==> src/rtl/rs232c_rx_byte.sv <==
// rs232c_rx_byte -- RS-232C 8N1 byte receiver.
//
// Oversamples an asynchronous serial line with the system clock. The receiver
// finds the falling edge of the start bit and confirms it at mid-bit. It then
// samples each data bit in the middle of its period and checks the stop bit.
// Each recovered byte is presented with a single-cycle strobe.
//
// Parameters:
//   wtime   bit period in clk cycles (baud divisor), must be >= 4
//
// Ports:
//   clk      system clock, all logic on the rising edge
//   rst      synchronous reset, active-high
//   rx       serial line, idle high, asynchronous to clk
//   data     last correctly received byte (LSB = first data bit)
//   changed  one-cycle pulse, data updated in the same cycle
//   ferr     one-cycle pulse on framing error (stop bit sampled low)
//   busy     high whenever a frame is in progress (state other than idle)
module rs232c_rx_byte #(
    parameter logic [15:0] wtime = 16'h0006
) (
    input  logic       clk,
    input  logic       rst,
    input  logic       rx,
    output logic [7:0] data,
    output logic       changed,
    output logic       ferr,
    output logic       busy
);

    localparam logic [15:0] half      = wtime >> 1;
    localparam logic [15:0] half_last = half - 16'd1;
    localparam logic [15:0] bit_last  = wtime - 16'd1;

    typedef enum logic [2:0] {
        S_IDLE,
        S_START,
        S_DATA,
        S_STOP,
        S_BREAK
    } state_t;

    state_t      state_reg, state_next;
    logic [15:0] cnt_reg, cnt_next;
    logic [2:0]  bit_idx_reg, bit_idx_next;
    logic [7:0]  shift_reg;
    logic [7:0]  data_reg, data_next;
    logic        changed_reg, changed_next;
    logic        ferr_reg, ferr_next;
    logic        sample_data;
    logic [7:0]  bit_sel;

    // Two-flop synchronizer. The flops reset to the idle level so that
    // leaving reset never looks like a start edge.
    logic [1:0] sync_reg;
    logic       rx_s;

    always_ff @(posedge clk) begin
        if (rst) begin
            sync_reg <= 2'b11;
        end else begin
            sync_reg <= {sync_reg[0], rx};
        end
    end

    assign rx_s = sync_reg[1];

    // One-hot write enable per shift-register bit. Only the bit addressed by
    // the current bit index is loaded at the mid-bit sample point.
    generate
        for (genvar gi = 0; gi < 8; gi++) begin : g_bit_sel
            assign bit_sel[gi] = sample_data && (bit_idx_reg == 3'(gi));
        end
    endgenerate

    always_ff @(posedge clk) begin
        if (rst) begin
            shift_reg <= 8'h00;
        end else begin
            shift_reg <= (shift_reg & ~bit_sel) | ({8{rx_s}} & bit_sel);
        end
    end

    always_ff @(posedge clk) begin
        if (rst) begin
            state_reg   <= S_IDLE;
            cnt_reg     <= 16'd0;
            bit_idx_reg <= 3'd0;
            data_reg    <= 8'h00;
            changed_reg <= 1'b0;
            ferr_reg    <= 1'b0;
        end else begin
            state_reg   <= state_next;
            cnt_reg     <= cnt_next;
            bit_idx_reg <= bit_idx_next;
            data_reg    <= data_next;
            changed_reg <= changed_next;
            ferr_reg    <= ferr_next;
        end
    end

    always_comb begin
        state_next   = state_reg;
        cnt_next     = cnt_reg;
        bit_idx_next = bit_idx_reg;
        data_next    = data_reg;
        changed_next = 1'b0;
        ferr_next    = 1'b0;
        sample_data  = 1'b0;

        case (state_reg)
            S_IDLE: begin
                cnt_next = 16'd0;
                if (!rx_s) begin
                    state_next = S_START;
                end
            end

            // Re-check the line half a bit after the edge. A line that is
            // high again here was a glitch, not a start bit.
            S_START: begin
                if (cnt_reg == half_last) begin
                    cnt_next     = 16'd0;
                    bit_idx_next = 3'd0;
                    state_next   = rx_s ? S_IDLE : S_DATA;
                end else begin
                    cnt_next = cnt_reg + 16'd1;
                end
            end

            // The counter is now phased to mid-bit, so each full bit period
            // lands on the centre of the next data bit.
            S_DATA: begin
                if (cnt_reg == bit_last) begin
                    sample_data  = 1'b1;
                    cnt_next     = 16'd0;
                    bit_idx_next = bit_idx_reg + 3'd1;
                    if (bit_idx_reg == 3'd7) begin
                        state_next = S_STOP;
                    end
                end else begin
                    cnt_next = cnt_reg + 16'd1;
                end
            end

            // Decide in the middle of the stop bit. Returning to idle here
            // leaves half a bit of margin for an immediately following start.
            S_STOP: begin
                if (cnt_reg == bit_last) begin
                    cnt_next = 16'd0;
                    if (rx_s) begin
                        data_next    = shift_reg;
                        changed_next = 1'b1;
                        state_next   = S_IDLE;
                    end else begin
                        ferr_next  = 1'b1;
                        state_next = S_BREAK;
                    end
                end else begin
                    cnt_next = cnt_reg + 16'd1;
                end
            end

            // The line is still low after a framing error. Stay here until it
            // returns to idle so that a held-low line cannot retrigger.
            S_BREAK: begin
                if (rx_s) begin
                    state_next = S_IDLE;
                end
            end

            default: begin
                state_next = S_IDLE;
            end
        endcase
    end

    assign data    = data_reg;
    assign changed = changed_reg;
    assign ferr    = ferr_reg;
    assign busy    = (state_reg != S_IDLE);

endmodule

==> config.mk <==
export PLATFORM = sky130hd
export DESIGN_NAME = rs232c_rx_byte
export DESIGN_NICKNAME = d
export VERILOG_FILES = /design/src/rtl/rs232c_rx_byte.sv
export SDC_FILE = /design/constraint.sdc
export NUM_CORES = 1
export LEC_CHECK = 0
export CORE_ASPECT_RATIO = 0.7
export CORE_MARGIN = 1
export CORE_UTILIZATION = 35
export DETAILED_ROUTE_END_ITERATION = 6
export GPL_TIMING_DRIVEN = 0
export PLACE_DENSITY_LB_ADDON = 0.25
export SYNTH_ARGS = -nofsm -noshare
export SYNTH_HDL_FRONTEND = slang
export SYNTH_SLANG_ARGS = --single-unit
==> constraint.sdc <==
create_clock -name clk -period 2 [get_ports clk]
set_input_delay 0.4 -clock clk [delete_from_list [all_inputs] [get_ports clk]]
set_output_delay 0.4 -clock clk [all_outputs]
set_load 0.02 [all_outputs]
# Word level (Yosys, flattened, before mapping)
# Cells that the tools add are included.
# W data, S select, Z words.
# word_totals
romBits	0
mem_bits_rw	0
latch_bits	0
in_bits	3
out_inout_bits	11
register_bits	42
word_cells	72
memories	0
# classes
mul	0
n_addsub	2
magnitude_cmp	0
bitwise_logic	6
mux	19
div	0
n_reduce_logical	18
eq_ne	19
shift	0
# op_table
cell	n
$pmux W16 S3	1
$mux W16	2
$mux W3	9
$add A16 B1 Y16 const B	1
$and A8 B8 Y8	2
$eq A16 B2 Y1 const B	1
$eq A16 B3 Y1 const B	1
$eq A3 B3 Y1 const B	5
$pmux W3 S5	1
$eq A3 B2 Y1 const B	4
$ne A2 B2 Y1 const B	6
$logic_and A1 B1 Y1	8
$not A8 Y8	1
$or A8 B8 Y8	1
$eq A3 B1 Y1 const B	2
$logic_not A3 Y1	2
$pmux W3 S2	1
$reduce_and A3 Y1	2
$reduce_and A6 Y1	1
$reduce_bool A3 Y1	2
$mux W1	4
$add A3 B1 Y3 const B	1
$reduce_or A3 Y1	1
$mux W2	1
other kinds (3)	4

# Longest topological paths before layout
# logic_depth
word_depth	7
depth_mapped	8
ltp_nobuf	7

# Worst setup path before layout
# No wires, ideal clock.
# synth_timing
kind	register to register
startpoint	register cnt_reg[0]
endpoint	register cnt_reg[14]
period_less_slack_ns	1.779
setup_time_ns	0.120
stages_incl_launch_ff	8
arrival_ns	1.659
path_slack_ns	0.221
path_buffers	1
t_required_ns	1.880
cell_sequence	dfxtp_1 > ha_1 > nor4bb_1 > nand4_2 > nand3_2 > buf_6 > a21oi_2 > a211o_1
# synth_between
elab_chain_len	3
word_cells_on_any_way	6
classes_between	add/sub (1); eq/ne (2); mux (3)
# synth_rtl
item	line_no	rtl
from (decl)	44	logic [15:0] cnt_reg, cnt_next;
from (signal assigned)	94	cnt_reg <= cnt_next;
$add A16 B1 Y16, or another cell as far along	127, 142, 160	
$mux W16, on equally long branches	134, 149, 122	
$pmux W16 S3 *	111	case (state_reg)
# Every way passes the cells marked *; elsewhere a longest branch is shown, timed or not.
# A chain may end at the register's enable or synchronous reset.

# Worst setup path in the final report
# layout_timing
startpoint	register state_reg[2]
endpoint	output busy
# layout_between
elab_chain_len	1
# layout_rtl
item	line_no	rtl
from (decl)	43	state_t state_reg, state_next;
from (signal assigned)	93	state_reg <= state_next;
$reduce_bool A3 Y1	181	assign busy = (state_reg != S_IDLE);
to (decl)	28	output logic busy
# Every way passes these cells.

==> impl_metrics.toml <==
[drt]
ant_nets = 0
route.detailed.wl_per_inst_um = 13.4
drt_pre_antenna_iters = 4
drcViolationCount = 0
drt_first_iter_violations = 121
routed_wirelength_mm = 4.54
detail_route.vias_per_cell = 5.08
vias = 1717

[pwr]
static_leakage_nw = 0.990
worst_ir_drop_vdd_v = 0.000244
power-per-cell-area_nw_per_um2 = 566
power_switching_uw = 316
total_power_mw = 1.45
power.share.sequential = 0.580
internal-power_mw = 1.13
power.clock.fraction = 0.391
combPwrFrac = 0.028
switching_share = 0.218

[sta]
final.min_clock_period_ns = 1.94
timing.slew.headroom = 0.673
finalHoldViolations = 0
final_slew_viol_count = 0
clock-skew-final_ns = 0.00600
timing.final.crit_share = 0.971
maxClockFrequency_mhz = 515
setup_viol = 0
worstMarginPinSlew_ns = 0.490

[worst_setup_path]
crit_path_start = "state_reg[2]$_SDFFE_PP0P_"
timing.critical_path.fanout_max = 17
timing_worst_setup_path_type = "reg2out"
regToRegEndpoint = "cnt_reg[3]$_SDFFE_PP0P_"
r2r.worst_path.cells = 7
worst-r2r-setup-slack_ns = 0.09
critPathCaptureType = "output port"
required_ns = 1.60
arrival_worst_endpoint_ns = 1.54
crit_path_start_kind = "flip-flop"
crit-reg2reg-launch = "cnt_reg[0]$_SDFFE_PP0P_"

[outcome]
outcome = "finished clean"

[synthesis]
synth-xor-area-share = 0.0202
post-synth-top-area-fraction = 0.387
synth_compound_area_frac = 0.116
ys_seq_area_frac = 0.387
synthMuxAreaShare = 0.0835
synth-edff-count = 0
synth.avg_cell_area_um2 = 9.01
synth.yosys.warnings = 0
synth_seq_cells = 42
async_flop_share = 0
post_synth_and_or_nand_nor_area_fraction = 0.274
synth_top_family_by_area = "simple AND/OR/NAND/NOR gates"
nets_in_the_synthesized_netlist = 253
synth.cell_area_um2 = 2170
netlist_instances = 241
dominantRegCellSynth = "dfxtp_1"
biggest_area_consumer_among_synthesized_cells = "dfxtp_1"
synth_adder_area_share = 0.0518
post_synthesis_cell_type_count = 50
post_synth_main_area_contributors = "dfxtp_1 39%, mux2i_1 7.8%, nor2_1 5.7%, ha_1 5.2%, nand4_1 4.3%"

[finish]
final_area_um2 = 2560
area.growth.synth_to_final_pct = 17.9
fin_cells = 338
final_nets = 274
final_cell_mix = "40 x dfxtp_1, 33 x nor2_1, 20 x nand2_1"
final_common_cell = "dfxtp_1"
antenna_cells = 0
drive_gt1_frac = 0.141

[placed_design]
place.detailed.instances = 329
gp_congestion = 0.787
postPlaceCellArea_um2 = 2400
io_buffers = 13
hpwlAfterDp_mm = 3.25

[clocking]
cts-root-buf = "clkbuf_8"
cts_hold_repair.buffers = 0
clock_tree.htree_level_count = 2
tritoncts.num_buffers = 5
clock_pin_slew_reported_for_the_worst_setup_and_hold_paths_after_clock_tree_synthesis_ns = 0.08
cts_tree = "done"
cts.path.max_buffers = 2
clock-sinks = 42
clk-insertion-delay-late_ns = 0.29

[grt]
first_global_vias = 1481
antenna_found_initial = 0
grt_start_max_net_pins = 18
grt-ovfl-total = 0
grtUsageTotal = 0.151
grt_first_pass_wirelength_mm = 7.42

[die]
die_width_um = 96.2
std_cell_rows = 23
dieArea_um2 = 6530
die-height_um = 67.9
start_util = 0.372
boundaryPins = 14
fp.coreArea_um2 = 5840

[hold_path]
min-delay-start = "sync_reg[0]$_SDFF_PP1_"
hold_path_end = "sync_reg[1]$_SDFF_PP1_"
hold_path_class = "reg2reg"
hold-path-cell-count = 1

[job]
timing.max_cap.violations = 0
per-layer routing:
layer	vias up	part of all wire	track usage
met4	0	0.0073	0.0392
met3	4	0.045	0.0356
li1	905	-	-
met5	-	0	0
met2	27	0.39	0.191
met1	781	0.56	0.242
Yosys cell counts, types with 4 or more instances:
cell	n
nand4_1	15
nor2_1	33
o22a_1	4
a21oi_1	8
xor2_1	5
nand2_1	20
inv_1	8
ha_1	9
clkbuf_1	7
o21ai_0	5
nand3_1	7
dfxtp_1	42
a211oi_1	5
mux2i_1	17
worst max path at each step:
stage / slack [ns] / cells after the start / endpoint
2_1_floorplan: 0.22 / 7 / cnt_reg[14]$_SDFFE_PP0P_
3_3_place_gp: -0.16 / 6 / cnt_reg[8]$_SDFFE_PP0P_
3_5_place_dp: -0.18 / 6 / cnt_reg[6]$_SDFFE_PP0P_
4_1_cts: 0.01 / 3 / busy
5_1_grt: -0.02 / 5 / cnt_reg[8]$_SDFFE_PP0P_
6_report: 0.06 / 3 / busy
cell families after synthesis:
| family | Yosys count |
|---|---|
| XOR/XNOR | 5 |
| AND/OR/NAND/NOR | 109 |
| flip-flops | 42 |
| buffers and inverters | 22 |
| multiplexers | 18 |
| adder cells (fa/ha/maj) | 9 |
| AO/OA/AOI/OAI | 36 |
stage by stage:
stage	TNS, ns	setup slack (ns)	hold WS, ns	util
floorplan	0	0.221	0.389	-
global placement	-1.67	-0.155	0.394	0.410
detailed placement	-2.35	-0.183	0.393	0.410
CTS	0	0.0121	0.411	0.429
global route	-0.0578	-0.0171	0.423	0.438
finish	0	0.0579	0.411	0.438
worst max-delay path, stage by stage, from the launching register on:
cell and delay [ns]:
dfxtp_1 0.30, bufbuf_16 0.27, or3_1 0.38, clkdlybuf4s15_1 0.30
cell type report:
type                    instances  area [um^2]
plain buffers                  13          113
clock buffers                   7         86.3
clock inverters                 1         5.00
fillers                       563         3280
inverters                       8         30.0
multi-input cells             177         1240
flip-flops and latches         42          843
well taps                      75         93.8
repair buffers                 15          145
repair_timing:
action	CTS	global route
cloned	0	0
setup buffers	1	1
setup endpoints to repair	32	27
pin swaps	1	3
resized for setup	4	10
power by group through the flow:
stage | Clock [mW] | Sequential, mW | Combinational (mW)
2_1_floorplan | 0 | 0.859 | 0.0261
3_3_place_gp | 0 | 0.860 | 0.0410
3_5_place_dp | 0 | 0.860 | 0.0412
4_1_cts | 0.579 | 0.841 | 0.0414
5_1_grt | 0.616 | 0.841 | 0.0454
6_report | 0.567 | 0.841 | 0.0411
Power figures use the tool's default switching activity.
